<file path="src/rtl/instruction_fetch_pkg.sv">
// Shared IF-stage definitions: NOP encoding, reset PC default, FSM state codes, next-PC select.
package instruction_fetch_pkg;

  localparam logic [31:0] NOP_INSTR        = 32'h0000_0013;
  localparam int          RESET_PC_DEFAULT = 0;

  localparam logic [1:0] ST_BOOT  = 2'd0;
  localparam logic [1:0] ST_RUN   = 2'd1;
  localparam logic [1:0] ST_FAULT = 2'd2;

  typedef enum logic [1:0] {
    PC_HOLD     = 2'd0,
    PC_ADVANCE  = 2'd1,
    PC_REDIRECT = 2'd2
  } pc_sel_e;

  function automatic logic is_misaligned(input logic [1:0] lsb);
    return |lsb;
  endfunction

endpackage

</file>
<file path="src/rtl/instruction_fetch_if.sv">
// Fetch-stage bus: ROM address/data, ID/EX control inputs and IF/ID pipeline outputs.
interface instruction_fetch_if #(
  parameter int DATA_LENGTH = 32,
  parameter int AW          = 8
);
  logic [AW-1:0]          imem_addr;
  logic [DATA_LENGTH-1:0] imem_dout;
  logic                   stall;
  logic                   redirect_valid;
  logic [AW-1:0]          redirect_target;
  logic [DATA_LENGTH-1:0] if_id_instr;
  logic [AW-1:0]          if_id_pc;
  logic                   if_id_valid;
  logic [31:0]            fetch_count;
  logic                   fetch_fault;

  modport master (
    output imem_addr, if_id_instr, if_id_pc, if_id_valid, fetch_count, fetch_fault,
    input  imem_dout, stall, redirect_valid, redirect_target
  );

  modport slave (
    input  imem_addr, if_id_instr, if_id_pc, if_id_valid, fetch_count, fetch_fault,
    output imem_dout, stall, redirect_valid, redirect_target
  );
endinterface

</file>
<file path="src/rtl/instruction_fetch_pc_reg.sv">
// Program counter with next-PC mux; redirect targets are always word-aligned here.
module instruction_fetch_pc_reg
  import instruction_fetch_pkg::*;
#(
  parameter int            AW       = 8,
  parameter logic [AW-1:0] RESET_PC = '0
) (
  input  logic          clk,
  input  logic          reset,
  input  pc_sel_e       i_sel,
  input  logic [AW-1:0] i_target,
  output logic [AW-1:0] o_pc
);

  logic [AW-1:0] r_pc;
  logic [AW-1:0] w_pc_next;

  // +4 wraps naturally at the top of the address space
  always_comb begin
    w_pc_next = r_pc;
    case (i_sel)
      PC_REDIRECT: w_pc_next = i_target & ~AW'(3);
      PC_ADVANCE:  w_pc_next = r_pc + AW'(4);
      default:     w_pc_next = r_pc;
    endcase
  end

  always_ff @(posedge clk) begin
    if (reset) r_pc <= RESET_PC;
    else       r_pc <= w_pc_next;
  end

  assign o_pc = r_pc;

endmodule

</file>
<file path="src/rtl/instruction_fetch.sv">
// IF stage: BOOT/RUN(/FAULT) FSM, IF/ID register and delivered-instruction counter.
// Define FETCH_MISALIGN_CHECK_EN to trap misaligned redirects into a sticky FAULT state.
module instruction_fetch
  import instruction_fetch_pkg::*;
#(
  parameter int DATA_LENGTH = 32,
  parameter int MEM_SIZE    = 256,
  parameter int RESET_PC    = RESET_PC_DEFAULT
) (
  input logic          clk,
  input logic          reset,
  instruction_fetch_if.master bus
);

  localparam int AW = $clog2(MEM_SIZE);

  logic [1:0]             r_state;
  logic [1:0]             w_state_next;
  logic [DATA_LENGTH-1:0] r_instr;
  logic [AW-1:0]          r_if_pc;
  logic                   r_valid;
  logic [31:0]            r_count;
  logic [AW-1:0]          w_pc;
  logic                   w_fault_entry;
  logic                   w_redirect;
  logic                   w_advance;
  pc_sel_e                w_pc_sel;

  always_comb begin
`ifdef FETCH_MISALIGN_CHECK_EN
    w_fault_entry = (r_state == ST_RUN) && bus.redirect_valid &&
                    is_misaligned(bus.redirect_target[1:0]);
`else
    w_fault_entry = 1'b0;
`endif
    // FAULT ignores everything; a trapped redirect never moves the PC
    w_redirect = bus.redirect_valid && !w_fault_entry &&
                 ((r_state == ST_BOOT) || (r_state == ST_RUN));
    w_advance  = (r_state == ST_RUN) && !bus.redirect_valid && !bus.stall;
    w_pc_sel   = w_redirect ? PC_REDIRECT : (w_advance ? PC_ADVANCE : PC_HOLD);
  end

  always_comb begin
    w_state_next = ST_BOOT;
    case (r_state)
      ST_BOOT:  w_state_next = ST_RUN;
      ST_RUN:   w_state_next = w_fault_entry ? ST_FAULT : ST_RUN;
`ifdef FETCH_MISALIGN_CHECK_EN
      ST_FAULT: w_state_next = ST_FAULT;
`endif
      default:  w_state_next = ST_BOOT;
    endcase
  end

  instruction_fetch_pc_reg #(
    .AW       (AW),
    .RESET_PC (AW'(RESET_PC))
  ) u_pc_reg (
    .clk      (clk),
    .reset    (reset),
    .i_sel    (w_pc_sel),
    .i_target (bus.redirect_target),
    .o_pc     (w_pc)
  );

  always_ff @(posedge clk) begin
    if (reset) begin
      r_state <= ST_BOOT;
      r_instr <= DATA_LENGTH'(NOP_INSTR);
      r_if_pc <= '0;
      r_valid <= 1'b0;
      r_count <= 32'd0;
    end else begin
      r_state <= w_state_next;
      if (w_fault_entry || w_redirect) begin
        r_instr <= DATA_LENGTH'(NOP_INSTR);
        r_valid <= 1'b0;
      end else if (w_advance) begin
        r_instr <= bus.imem_dout;
        r_if_pc <= w_pc;
        r_valid <= 1'b1;
        r_count <= r_count + 32'd1;
      end
    end
  end

`ifdef FETCH_MISALIGN_CHECK_EN
  logic r_fault;

  always_ff @(posedge clk) begin
    if (reset)              r_fault <= 1'b0;
    else if (w_fault_entry) r_fault <= 1'b1;
  end

  assign bus.fetch_fault = r_fault;
`else
  assign bus.fetch_fault = 1'b0;
`endif

  assign bus.imem_addr   = w_pc;
  assign bus.if_id_instr = r_instr;
  assign bus.if_id_pc    = r_if_pc;
  assign bus.if_id_valid = r_valid;
  assign bus.fetch_count = r_count;

endmodule

</file>
<file path="src/flat_wrapper.sv">
// flat-port wrapper written by rule: the top's interface ports become plain ports
module instruction_fetch_flat import instruction_fetch_pkg::*;
#(
  parameter int DATA_LENGTH = 32,
  parameter int MEM_SIZE    = 256,
  parameter int RESET_PC    = RESET_PC_DEFAULT
)
  (clk, reset, bus_imem_addr, bus_if_id_instr, bus_if_id_pc, bus_if_id_valid, bus_fetch_count, bus_fetch_fault, bus_imem_dout, bus_stall, bus_redirect_valid, bus_redirect_target);
  instruction_fetch_if #(.DATA_LENGTH(DATA_LENGTH), .AW(8)) bus_i ();
  input logic clk;
  input logic reset;
  output wire logic [$bits(bus_i.imem_addr)-1:0] bus_imem_addr;
  output wire logic [$bits(bus_i.if_id_instr)-1:0] bus_if_id_instr;
  output wire logic [$bits(bus_i.if_id_pc)-1:0] bus_if_id_pc;
  output wire logic [$bits(bus_i.if_id_valid)-1:0] bus_if_id_valid;
  output wire logic [$bits(bus_i.fetch_count)-1:0] bus_fetch_count;
  output wire logic [$bits(bus_i.fetch_fault)-1:0] bus_fetch_fault;
  input wire logic [$bits(bus_i.imem_dout)-1:0] bus_imem_dout;
  input wire logic [$bits(bus_i.stall)-1:0] bus_stall;
  input wire logic [$bits(bus_i.redirect_valid)-1:0] bus_redirect_valid;
  input wire logic [$bits(bus_i.redirect_target)-1:0] bus_redirect_target;
  assign bus_imem_addr = bus_i.imem_addr;
  assign bus_if_id_instr = bus_i.if_id_instr;
  assign bus_if_id_pc = bus_i.if_id_pc;
  assign bus_if_id_valid = bus_i.if_id_valid;
  assign bus_fetch_count = bus_i.fetch_count;
  assign bus_fetch_fault = bus_i.fetch_fault;
  assign bus_i.imem_dout = bus_imem_dout;
  assign bus_i.stall = bus_stall;
  assign bus_i.redirect_valid = bus_redirect_valid;
  assign bus_i.redirect_target = bus_redirect_target;
  instruction_fetch #(.DATA_LENGTH(DATA_LENGTH), .MEM_SIZE(MEM_SIZE), .RESET_PC(RESET_PC)) u_core (.clk(clk), .reset(reset), .bus(bus_i));
endmodule
</file>
<file path="config.mk">
export PLATFORM = sky130hd
export DESIGN_NAME = instruction_fetch_flat
export DESIGN_NICKNAME = d
export VERILOG_FILES = /design/src/rtl/instruction_fetch_pkg.sv /design/src/rtl/instruction_fetch_if.sv /design/src/rtl/instruction_fetch_pc_reg.sv /design/src/rtl/instruction_fetch.sv /design/src/flat_wrapper.sv
export SDC_FILE = /design/constraint.sdc
export NUM_CORES = 1
export LEC_CHECK = 0
export ABC_AREA = 1
export BUFFER_PORTS_ARGS = -buffer_cell sky130_fd_sc_hd__buf_4
export CAP_MARGIN = 20
export CORE_ASPECT_RATIO = 0.8
export CORE_UTILIZATION = 30
export DETAILED_ROUTE_END_ITERATION = 7
export PLACE_DENSITY = 0.51
export SYNTH_ARGS = -nofsm -noshare
export SYNTH_HDL_FRONTEND = slang
export SYNTH_SLANG_ARGS = --single-unit
</file>
<file path="constraint.sdc">
create_clock -name clk -period 2.5 [get_ports clk]
set_input_delay 0.75 -clock clk [delete_from_list [all_inputs] [get_ports clk]]
set_output_delay 0.75 -clock clk [all_outputs]
set_load 0.005 [all_outputs]
</file>
---- Yosys cells after proc, flatten, opt, wreduce, memory -nomap -nowiden ----
Index checks and enable logic that the tools add are counted.
W data, S select, Z words.
storage, ports and cells
  output and inout port bits .............. 82
  input port bits ......................... 44
  register bits after elaboration ......... 83
operators by class
  equal/unequal tests ..................... 3
  add/subtract/negate cells ............... 2
  mux-type cells .......................... 4
  bitwise gates (word level) .............. 1
  reductions and logical operators ........ 11
operators with widths
  cell                     number
  $add A32 B1 Y32 const B  1
  $pmux W8 S2              1
  $add A8 B3 Y8 const B    1
  $eq A2 B1 Y1 const B     2
  $reduce_or A2 Y1         2
  $logic_and A1 B1 Y1      3
  $eq A2 B2 Y1 const B     1
  $logic_not A1 Y1         2
  $logic_not A2 Y1         1
  $mux W1                  2
  $mux W2                  1
  $reduce_and A2 Y1        1
  $reduce_bool A2 Y1       1
  $logic_or A1 B1 Y1       1
  $not A1 Y1               1

---- Logic depth before layout (Yosys ltp) ----
Gate-level depths: netlist (run 1).
  depth after elaboration ................. 7
  gate-level depth with buffers ........... 9

---- Modules after synthesis ----
Synthesis (run 1) repeated with hierarchy kept, for this count alone.
unflattened totals
  cell total of the unflattened synthesis .. 540
  area total of the unflattened synthesis .. 3732.3 um^2
by module, submodules not included
  module                    area each (um^2)  times used  cells each  seq. area each (um^2)
  instruction_fetch         3331.9            1           481         1481.4
  instruction_fetch_pc_reg  400.4             1           59          120.1

---- Worst setup path before layout (run 1) ----
Ideal clock, no wire load.
  kind .................................... input -> register
  start ................................... in bus_stall
  end ..................................... reg u_core.r_count[28], in the netlist u_core.bus.fetch_count[28]
  stages .................................. 7
  setup slack ............................. 0.870 ns
  arrival ................................. 1.514 ns
  buffers on the path ..................... 1
  setup time .............................. 0.116 ns
  required time ........................... 2.384 ns
  path through ............................ nor2_4 -> nand2_2 -> buf_6 -> nor2_4 -> nand3_1 -> o21ai_0 -> nor2_1
between the ends
  cells in the longest elaborated chain, start to end .. 3
RTL lines
  item                         RTL line                 RTL
  start, declared              flat_wrapper.sv:19       input wire logic [$bits(bus_i.stall)-1:0] bus_stall;
  $logic_not A1 Y1             instruction_fetch.sv:39  w_advance = (r_state == ST_RUN) && !bus.redirect_valid && !bus.stall;
  $logic_and A1 B1 Y1          instruction_fetch.sv:39
  $reduce_and A2 Y1 (no line)  -
  end signal, assigned         instruction_fetch.sv:82  r_count <= r_count + 32'd1;
  end, declared                instruction_fetch.sv:22  logic [31:0] r_count;
No other way between the ends.
A chain may end at the register's enable or synchronous reset.

---- Worst setup path in the final report (run 1) ----
  start ................................... reg u_core.r_count[0], in the netlist u_core.bus.fetch_count[0]
  end ..................................... reg u_core.r_count[28], in the netlist u_core.bus.fetch_count[28]
between the ends
  cells in the longest elaborated chain, start to end .. 1
RTL lines
  item             RTL line
  $add A32 B1 Y32  instruction_fetch.sv:82
No other way between the ends.

==> results.cfg, run 1 <==
[run_status]
outcome = finished, final reports clean

[power]
power_density_nw_per_um2 = 558.1
seqPwrFrac = 0.479
swShare = 0.2413
p_switching_w = 0.0006509
ir_worst_vdd_mv = 0.3318
p_leak_nw = 2.237
pwr-share-clk = 0.442
p_int_w = 0.002047
combPwrFrac = 0.078

[die]
pin_count = 126
dieArea_sq_um = 12270
start_util = 0.3082
placementRows = 35
core-area_sq_um = 11520
die_y_microns = 99.29
die_w_microns = 123.6

[logic_synthesis]
avgSynthCellArea_sq_um = 6.933
ys_ff_latch = 78
ys.flop_type = dfxtp_1
synth_top_area_frac = 0.4399
synthCells = 512
synth_area_sq_um = 3550
ys_top_cells_by_area = dfxtp_1, nor2_1, nand2_1
ys_types = 32
yosysWarnings = 0
yosysMostFrequentCell = nor2_1
yosys.area.top_type = dfxtp_1
postSynth.asyncResetShare = 0
synth_edf_count = 0
seq_area_frac_synth = 0.4399
synth_common_cells = nor2_1, nand2_1, dfxtp_1

[worst_setup_path]
worst_r2r_startpoint = u_core.bus.fetch_count[0]
critPathKind = flop to flop
reg2reg_to = u_core.bus.fetch_count[28]
startpoint = u_core.bus.fetch_count[0]
endpoint = u_core.bus.fetch_count[28]
critPathArrivalTime_ns = 2.02
reg2reg_slack_ns = 0.71
endpoint_kind = flop
worstPathMaxFanout = 5
r2r_cells = 8
crit_path_start_kind = flop
cp.required_ns = 2.73

[sta]
setup_viol = 0
hold_violations = 0
max_freq_mhz = 558.5
finalMaxSlewViolations = 0
grt_setup_unrepaired = no
fin_crit_sh = 0.7161
finalSetupTns_ns = 0
period_needed_ns = 1.790
fin_worst_skew_ns = 0.006819

[routing]
routed_via_density = 4.580
post-route-drc-count = 0
vias = 3586
first_pass_iters = 6
wl_per_cell_microns = 13.38
wl_microns = 10480
ant_nets = 0
drt_iter0_markers = 201

[grt]
antenna_found_initial = 0
grt_pass1_wl_microns = 17080
overflow = 0
track_usage = 0.1798
grt_pass1_vias = 3304
grt_max_degree = 45

[layout]
diodes = 0
fillers = 1235
syn2layout_area_growth_pct = 36.17
multi_input_area_sq_um = 1697
ff_latch_area_sq_um = 1562
fin_util = 0.4197
nNetsFinal = 676
drive_above_1_share = 0.2488

[placed_design]
place_congestion = 0.8406
io_buffers = 118
place_hpwl_microns = 7670

[cts]
cts_setup_buffers = 0
clockRootBuffer = clkbuf_16
htreeDepth = 3
cts_buffers = 9
cts_hold_buffers = 0
cts-resized-gates = 0
clkLatencyLatePin_ns = 0.33
cts_tree = yes
clk_pin_slew_ns = 0.06
cts.sinks = 78
cts_buffer_depth = 2

[worst_hold_path]
hp-class = flop to flop

[flow_run]
drv_cap = 0
## cell type report
type                       count  area share
clock buffer                  10     0.04737
clock inverter                 6    0.008025
inverter                      51     0.03961
multi-input combinational    366      0.3510
sequential                    78      0.3231
tap                          148     0.03831
timing repair buffer         124      0.1926
## state kept, by name, indices dropped and copies added (netlist names)
register                count
u_core.bus.fetch_count     32
u_core.bus.if_id_instr     32
u_core.bus.if_id_pc         6
u_core.bus.if_id_valid      1
u_core.r_state              1
u_core.u_pc_reg.o_pc        6
## per-stage QoR
| stage | setup WS (ns) | area (sq um) | hold slack [ns] | instances | total power (W) |
|---|---|---|---|---|---|
| 2_1_floorplan | 0.8702 | 3565 | 0.4526 | 516 | 0.001412 |
| 3_3_place_gp | 0.4456 | 4566 | 0.4455 | 767 | 0.001531 |
| 3_5_place_dp | 0.4372 | 4566 | 0.4527 | 767 | 0.001533 |
| 4_1_cts | 0.7381 | 4833 | 0.4684 | 783 | 0.002737 |
| 5_1_grt | 0.5118 | 4833 | 0.4952 | 783 | 0.002828 |
| 6_report | 0.7096 | 4833 | 0.4626 | 783 | 0.002698 |
## critical path: stages, from the launching register on
cell and delay, ns:
dfxtp_1 0.40, ha_1 0.21, inv_1 0.06, nor2_2 0.23, nand2_1 0.11, nor2_1 0.28, nand3_1 0.18, o21ai_0 0.18
nor2_1 0.05
## cells in the final DEF, fill, tap and decap left out, drive strengths merged
cell,synthesis,final
nor2,136,136
buf,12,124
nand2,83,83
dfxtp,78,78
inv,51,51
o21ai,46,46
nand3,42,42
a21oi,20,20
clkbuf,9,10
nand4,9,9
conb,1,5
nor3,5,5
nand3b,4,4
clkinv,0,4
a31oi,3,3
xor2,3,3
o21a,2,2
ha,2,2
clkinvlp,0,2
or2,1,1
o221ai,1,1
o22ai,1,1
a211oi,1,1
o21ba,1,1
and3,1,1
## worst min-delay path by stage
stage,slack (ns),cells after the start,start,endpoint
after CTS,0.47,2,u_core.bus.if_id_pc[7],u_core.bus.if_id_pc[7]
final,0.46,2,u_core.bus.if_id_instr[1],u_core.bus.if_id_instr[1]
after floorplan,0.45,2,u_core.bus.if_id_instr[1],u_core.bus.if_id_instr[1]
after global routing,0.50,2,u_core.bus.if_id_instr[1],u_core.bus.if_id_instr[1]
after detailed placement,0.45,2,u_core.bus.if_id_instr[1],u_core.bus.if_id_instr[1]
after global placement,0.45,2,u_core.bus.if_id_instr[1],u_core.bus.if_id_instr[1]
## metal layers
layer | vias up | share of wire | track usage
li1 | 1868 | - | -
met1 | 1619 | 0.48 | 0.2407
met2 | 86 | 0.44 | 0.2761
met3 | 13 | 0.058 | 0.04989
met4 | 0 | 0.017 | 0.06117
met5 | - | 0 | 0
## power groups by stage
stage | Combinational [W] | Sequential [W] | Clock, W
after floorplan | 0.0000926 | 0.00132 | 0
after detailed placement | 0.000213 | 0.00132 | 0
final | 0.000211 | 0.00129 | 0.00119
after global placement | 0.000211 | 0.00132 | 0
after global routing | 0.000235 | 0.00130 | 0.00130
after CTS | 0.000214 | 0.00129 | 0.00123
## logic make-up after synthesis
group | count (synthesis) | synth area share
simple gates | 281 | 0.3465
buf+inv | 72 | 0.08636
fa+ha+maj | 2 | 0.007049
xor+xnor | 3 | 0.007404
flops | 78 | 0.4399
compound gates | 75 | 0.1117
other cells | 1 | 0.001056
(Power assumes the default switching activity.)
==> run 2, diff against run 1 <==
--- a/config.mk
+++ b/config.mk
@@ -11,7 +11,7 @@
 export CORE_ASPECT_RATIO = 0.8
 export CORE_UTILIZATION = 30
 export DETAILED_ROUTE_END_ITERATION = 7
-export PLACE_DENSITY = 0.51
+export PLACE_DENSITY = 0.53
 export SYNTH_ARGS = -nofsm -noshare
 export SYNTH_HDL_FRONTEND = slang
 export SYNTH_SLANG_ARGS = --single-unit
==> constraint.sdc (replaced) <==
create_clock -name clk -period 1.5 [get_ports clk]
set_input_delay 0.45 -clock clk [delete_from_list [all_inputs] [get_ports clk]]
set_output_delay 0.45 -clock clk [all_outputs]
set_load 0.005 [all_outputs]
==> run 2 against run 1 <==
Net effect: critical path depth shrank 7; global-route usage is 0.39 points higher; design area rose by 10%; via count up 5.5%; worst hold slack lost 0.15 ns; clock skew about the same; utilization grew 4.4 points; register-to-register slack got worse by 0.62 ns; largest cell class unchanged; largest power group is now clock.
==> results.cfg, run 2 (synthesis results as in run 1) <==
[worst_setup_path]
path_cells = buf_4
path_buf_inv = 1
crit_path_top_delay_cell = dfxtp_1
worstPathMaxFanout = 7
cp_top_family = flip-flops
cpPeakStageDelay_ns = 0.48
critPathKind = flop to primary output
endpoint_kind = primary output
cp.required_ns = 1.05
critPathArrivalTime_ns = 0.98
crit_path_start_kind = flop

[placed_design]
place_hpwl_microns = 8013
pre_cts_ws_ns = -0.1635
place_area_sq_um = 4918
io_buffers = 118
place_congestion = 0.8660

[sta]
setup_slack_ns = 0.06501
max_freq_mhz = 696.9
finalMaxSlewViolations = 0
grt_setup_unrepaired = yes
fin_crit_sh = 0.9567
fin_worst_skew_ns = 0.006994
hold_ws_ns = 0.3131
finalSetupTns_ns = 0
hold_violations = 0
setup_viol = 0
period_needed_ns = 1.435

[grt]
grtUsageMet1 = 0.2431
top_usage_layer = met2
track_usage = 0.1837
grtUsageMet3 = 0.04587
grt_pass1_vias = 3510
grt_pass1_wl_microns = 17420
antenna_found_initial = 0
use_met2 = 0.2953
grt_max_degree = 34
overflow = 0

[cts]
htreeDepth = 3
clockRootBuffer = clkbuf_16
cts_tree = yes
cts.sinks = 78
cts_hold_buffers = 0
clkLatencyLatePin_ns = 0.34
cts_buffers = 9
cts_buffer_depth = 2
clk_pin_slew_ns = 0.07

[layout]
syn2layout_area_growth_pct = 50.37
final_common_cell = buf_4
nNetsFinal = 719
mostFrequentLayoutCells = buf_4, nor2_1, nand2_1, dfxtp_1, inv_1
diodes = 0
fin_area_sq_um = 5338
drive_above_1_share = 0.3392
fin_util = 0.4634
fillers = 1170

[die]
die_y_microns = 99.29
core-area_sq_um = 11520
start_util = 0.3082
placementRows = 35
dieArea_sq_um = 12270
die_w_microns = 123.6
pin_count = 126

[routing]
wl_per_cell_microns = 13.02
ant_nets = 0
wl_microns = 10760
post-route-drc-count = 0
vias = 3785
drt_iter0_markers = 221
routed_via_density = 4.582
first_pass_iters = 5

[worst_hold_path]
hp-class = input pin to flop

[power]
ir_worst_vdd_mv = 0.5273
p_leak_nw = 2.516
power_density_nw_per_um2 = 893.5

[run_status]
outcome = finished, final reports clean

[flow_run]
drv_cap = 0
-- run 2: path summary, 6_finish.rpt --
path / depth (start not counted) / slack (ns) / startpoint / to
min: 3 / 0.31 / bus_imem_dout[4] / u_core.bus.if_id_instr[4]
min reg2reg: 2 / 0.47 / u_core.bus.if_id_pc[7] / u_core.bus.if_id_pc[7]
max: 1 / 0.07 / u_core.bus.fetch_count[25] / bus_fetch_count[25]
max reg2reg: 8 / 0.09 / u_core.bus.fetch_count[0] / u_core.bus.fetch_count[12]
-- run 2: power breakdown --
| group | switching (W) | leakage [nW] | total, W | internal (W) |
|---|---|---|---|---|
| registers | 0.0000336 | 0.639 | 0.00215 | 0.00212 |
| clock network | 0.000915 | 0.147 | 0.00223 | 0.00131 |
| logic | 0.000183 | 1.73 | 0.000389 | 0.000206 |
-- run 2: layout make-up --
class / instances / area, sq um / share of cell area
Timing Repair Buffer: 167 / 1295 / 0.2426
Clock buffer: 9 / 225.2 / 0.04219
Inverter: 51 / 193.9 / 0.03633
Multi-Input combinational cell: 366 / 1780 / 0.3336
Sequential cell: 78 / 1577 / 0.2954
Tap cell: 148 / 185.2 / 0.03469
Clock inverter: 7 / 81.33 / 0.01524
-- run 2: per-stage QoR --
stage / std cells / total power (W)
6_report: 826 / 0.004769
5_1_grt: 826 / 0.005002
4_1_cts: 825 / 0.004851
3_5_place_dp: 809 / 0.002588
3_3_place_gp: 809 / 0.002584
2_1_floorplan: 516 / 0.002353
-- run 2: repair_timing --
action	CTS	global route
pin swaps	0	11
gates resized for setup	4	35
setup endpoints to repair	5	22
buffers inserted	0	1
hold endpoints to repair	0	0
-- run 2: per-layer routing --
layer / vias up / share of wire
li1: 1952 / -
met1: 1745 / 0.47
met2: 79 / 0.47
met3: 9 / 0.050
met4: 0 / 0.0086
met5: - / 0
